--- config.mk ---
export PLATFORM = sky130hd
export DESIGN_NAME = wptr_full
export DESIGN_NICKNAME = d
export VERILOG_FILES = /design/src/rtl/wptr_full.sv
export SDC_FILE = /design/constraint.sdc
export NUM_CORES = 1
export LEC_CHECK = 0
export BUFFER_PORTS_ARGS = -buffer_cell sky130_fd_sc_hd__buf_2
export CORE_MARGIN = 4
export CORE_UTILIZATION = 50
export CTS_BUF_LIST = sky130_fd_sc_hd__clkbuf_4 sky130_fd_sc_hd__clkbuf_8
export CTS_CLUSTER_DIAMETER = 50
export CTS_CLUSTER_SIZE = 28
export DETAILED_ROUTE_END_ITERATION = 6
export PLACE_DENSITY = 0.8
export SLEW_MARGIN = 15
export SYNTH_ARGS = -nofsm -noshare
export SYNTH_HDL_FRONTEND = slang
export SYNTH_SLANG_ARGS = --single-unit
--- constraint.sdc ---
create_clock -name wclk -period 2.1 [get_ports wclk]
set_input_delay 0.21 -clock wclk [delete_from_list [all_inputs] [get_ports wclk]]
set_output_delay 0.21 -clock wclk [all_outputs]
set_load 0.05 [all_outputs]
--- src/rtl/wptr_full.sv ---
// wptr_full -- write-side pointer and flag generator of the asynchronous FIFO.
// Lives entirely in the wclk domain. It owns the binary write pointer and
// exports its Gray form to the read domain. It brings the read Gray pointer
// in through a two-flop synchronizer and derives full, almost-full and level
// from it.
//
// Ports:
//   wclk          write clock (only clock)
//   wrst          synchronous active-high reset
//   winc          producer write request
//   rptr_gray     Gray read pointer from the read domain (async to wclk)
//   waddr         memory write address (low ADDR bits of the binary pointer)
//   wen           memory write enable, winc & ~wfull (combinational)
//   wptr_gray     registered Gray write pointer for the read domain
//   wfull         registered full flag
//   walmost_full  registered flag, occupancy >= af_level
//   wlevel        registered occupancy 0..depth as seen from the write side
module wptr_full #(
  parameter  int depth    = 16,
  parameter  int af_level = 14,
  localparam int ADDR     = $clog2(depth)
) (
  input  logic            wclk,
  input  logic            wrst,
  input  logic            winc,
  input  logic [ADDR:0]   rptr_gray,
  output logic [ADDR-1:0] waddr,
  output logic            wen,
  output logic [ADDR:0]   wptr_gray,
  output logic            wfull,
  output logic            walmost_full,
  output logic [ADDR:0]   wlevel
);

  localparam logic [ADDR:0] AF_LVL = (ADDR+1)'(af_level);

  logic [ADDR:0] rq1, rq2;
  logic [ADDR:0] rbin_s;
  logic [ADDR:0] wbin, wbin_next, wgray_next, lvl_next;
  logic          push;

  function automatic logic [ADDR:0] gray2bin(input logic [ADDR:0] g);
    logic [ADDR:0] b;
    b[ADDR] = g[ADDR];
    for (int i = ADDR - 1; i >= 0; i--) b[i] = b[i+1] ^ g[i];
    return b;
  endfunction

  always_comb begin
    rbin_s     = gray2bin(rq2);
    push       = winc & ~wfull;
    wbin_next  = wbin + {{ADDR{1'b0}}, push};
    wgray_next = wbin_next ^ (wbin_next >> 1);
    // Modular difference stays correct across pointer wrap; the stale rq2
    // can only make it larger than the true occupancy, never smaller.
    lvl_next   = wbin_next - rbin_s;
  end

  assign wen   = push;
  assign waddr = wbin[ADDR-1:0];

  always_ff @(posedge wclk) begin
    if (wrst) begin
      rq1          <= '0;
      rq2          <= '0;
      wbin         <= '0;
      wptr_gray    <= '0;
      wfull        <= 1'b0;
      walmost_full <= 1'b0;
      wlevel       <= '0;
    end else begin
      // Plain two-flop synchronizer: no logic between the stages.
      rq1          <= rptr_gray;
      rq2          <= rq1;
      wbin         <= wbin_next;
      wptr_gray    <= wgray_next;
      // Full: Gray pointers equal except the two top bits inverted.
      wfull        <= (wgray_next == {~rq2[ADDR:ADDR-1], rq2[ADDR-2:0]});
      wlevel       <= lvl_next;
      walmost_full <= (lvl_next >= AF_LVL);
    end
  end

endmodule

==> metrics.cfg <==
[setup_path]
crit_start = rq2[4]
path_cells = xnor2_4 -> xor2_2 -> xor2_2 -> xnor2_1 -> ha_2 -> fa_2 -> inv_1 -> a21o_1 -> a21oi_2 -> xor2_1 -> a21oi_1
worst_setup_path_start_kind = flip-flop
crit_fanout = 2
critical_path_class = flip-flop to flip-flop
crit_top_cell = xor2_2
r2r_start = rq2[4]
critPathMaxStageDelay_ps = 390
critPathCaptureType = flip-flop
cp.arrival_ps = 2560
required_ps = 2300
slowest_stage = dfxtp_4

[timing]
fin_crit_ps = 2350
fin_ws_ps = -255
worst_pin_slew_ps = 477
rsz0062_at_grt = yes
drv_slew = 0
post-route-period-util_pct = 112
skew_ps = 6.89
fmax_mhz = 425
relSlewSlack_pct = 68.2
setup_viol = 4
timing_hold_violations_final = 0

[grt]
track_usage_pct = 16.0
grt_max_degree = 27
grt_pass1_wl_mm = 3.91
use_met1_pct = 18.3
grt-busiest-layer = met2
grt_overflow = 0
grt_use_met2_pct = 27.4
grt_util_met3_pct = 2.32
antenna_found_initial = 0
grt_pass1_vias = 893

[placed_design]
place_area_um2 = 1400
place_hpwl_mm = 1.61
gp_routability_congestion = 0.825
place_ws_ps = -323
numPortBuffers = 24

[synth]
yosys-top-cells-area = dfxtp_1 45%, xor2_1 8.3%, xnor2_1 7.6%, ha_1 6.5%, nor2b_1 6.5%
postSynthCellCount = 116
synth.top_cell.area_share_pct = 45.1
synth_area_per_cell_um2 = 9.96
synth.yosys.seq_area_share_pct = 45.1
yosys_warnings = 0
synth_seq_cells = 26
yosysTopAreaCell = dfxtp_1
synth_area_um2 = 1150
synth.distinct_cells = 31
syn_nets = 131

[drt]
finalWirelength_mm = 2.28
drc = 0
wl_per_cell_um = 12.5
dr_total_vias = 873
dr.pass1.iters = 2
drt-initial-drc-count = 10
vias_per_cell = 4.80
drtAntennaViolNets = 0

[die]
start_util_pct = 52.2
boundaryPins = 25
core_um2 = 2210
die-width_um = 56.1
die_area_um2 = 3140
chipHeight_um = 56.1
num_rows = 17

[layout]
drive_above_1_share_pct = 39.0
diodes = 0
nets = 170
final_area_um2 = 1510
fillCellCount = 178
syn2layout_area_growth_pct = 31.1

[clock_tree]
cts_tree = built
h-tree-depth = 1
clock_latency_ps = 320
clkTransAtPathRegs_ps = 130
ctsHoldBuffers = 0
cts-root-buf = clkbuf_4
cts_sinks = 26
cts-buffers-inserted = 3
clk_path_buf_depth = 2

[power]
p_leak_uw = 0.000718
powerDensity_nw_per_um2 = 803
ir_drop_v = 0.000820

[min_path]
hold_path.class = input port to flip-flop
hold_start = rptr_gray[2]

[outcome]
status = finished, violations left
violations = negative setup slack

[job]
drv_cap = 0

final timing paths:
| kind | slack (ps) | to | cells past startpoint |
|---|---|---|---|
| max | -250 | walmost_full | 11 |
| min | 90 | rq1[2] | 2 |
| max reg2reg | -250 | walmost_full | 11 |
| min reg2reg | 450 | rq2[4] | 1 |
synthesized netlist by cell type, drive strengths merged:
library cell   n
dfxtp         26
nor2          14
nor2b         12
xnor2         11
xor2          11
inv            7
ha             6
a21oi          4
buf            3
and3           2
clkbuf         2
nand3          2
o21ai          2
a21boi         1
a21o           1
and3b          1
and4b          1
fa             1
nand2          1
nand2b         1
nand3b         1
nand4          1
nor3b          1
nor4           1
nor4b          1
o21a           1
or3            1
cell families after synthesis:
kind of cell,Yosys count,share of synthesized area [%]
fa+ha+maj,7,8.23
flops,26,45.1
xor+xnor,22,17.3
simple gates,40,19.8
buf+inv,12,4.98
compound gates,9,4.55
per-layer routing:
metal	routed length, um	part of all wire, %
met4	63	2.8
met2	1160	51
met5	0	0
met3	92	4.0
met1	962	42
state kept, by name (all words and copies together), names as in the netlist:
register	flops
rq1	5
rq2	5
wlevel	5
wptr_gray	5
wbin	4
walmost_full	1
wfull	1
layout by cell type, fill, tap and decap left out, drive strengths merged:
master  count
buf        39
dfxtp      26
nor2       14
nor2b      12
xnor2      11
xor2       11
inv         7
ha          6
clkbuf      4
a21oi       4
nand3       2
o21ai       2
and3        2
nand2       1
o21a        1
or3         1
and3b       1
and4b       1
a21boi      1
nor3b       1
nor4        1
nand4       1
nand3b      1
nand2b      1
nor4b       1
a21o        1
fa          1
per-stage QoR:
stage / hold WS, ps / total power (uW) / TNS (ps) / std cells / util (%)
6_report: 87.2 / 1210 / -861 / 182 / 68.4
5_1_grt: 76.6 / 1290 / -1640 / 182 / 68.4
3_3_place_gp: 416 / 948 / -511 / 175 / 63.5
4_1_cts: 64.7 / 1210 / -871 / 181 / 66.3
3_5_place_dp: 423 / 961 / -1040 / 175 / 63.5
2_1_floorplan: 282 / 859 / -1010 / 116 / -
critical path, delay by kind of cell (launching register included):
family                   cells  cell delay [ps]
XOR/XNOR                     5             1000
adder cells (fa/ha/maj)      2              430
flip-flops                   1              390
AO/OA/AOI/OAI                3              370
buffers and inverters        1               40
power breakdown:
group          switching, uW  internal [uW]  total [uW]
clock network            142           87.3         230
registers               21.6            534         556
logic                    263            167         429
total                    427            788        1210
timing repair:
item / CTS / global route
setup endpoints to repair: 5 / 5
buffers inserted: 2 / 1
resized for setup: 6 / 6
pin swaps: 9 / 7
area by class of cell:
cell class / count / area (um2) / share of cell area (%)
multi-input cells: 78 / 658 / 43.5
flip-flops and latches: 26 / 532 / 35.1
repair buffers: 39 / 233 / 15.4
well taps: 28 / 35.0 / 2.31
clock buffers: 4 / 30.0 / 1.98
inverters: 7 / 26.3 / 1.74
(Power assumes the default switching activity.)
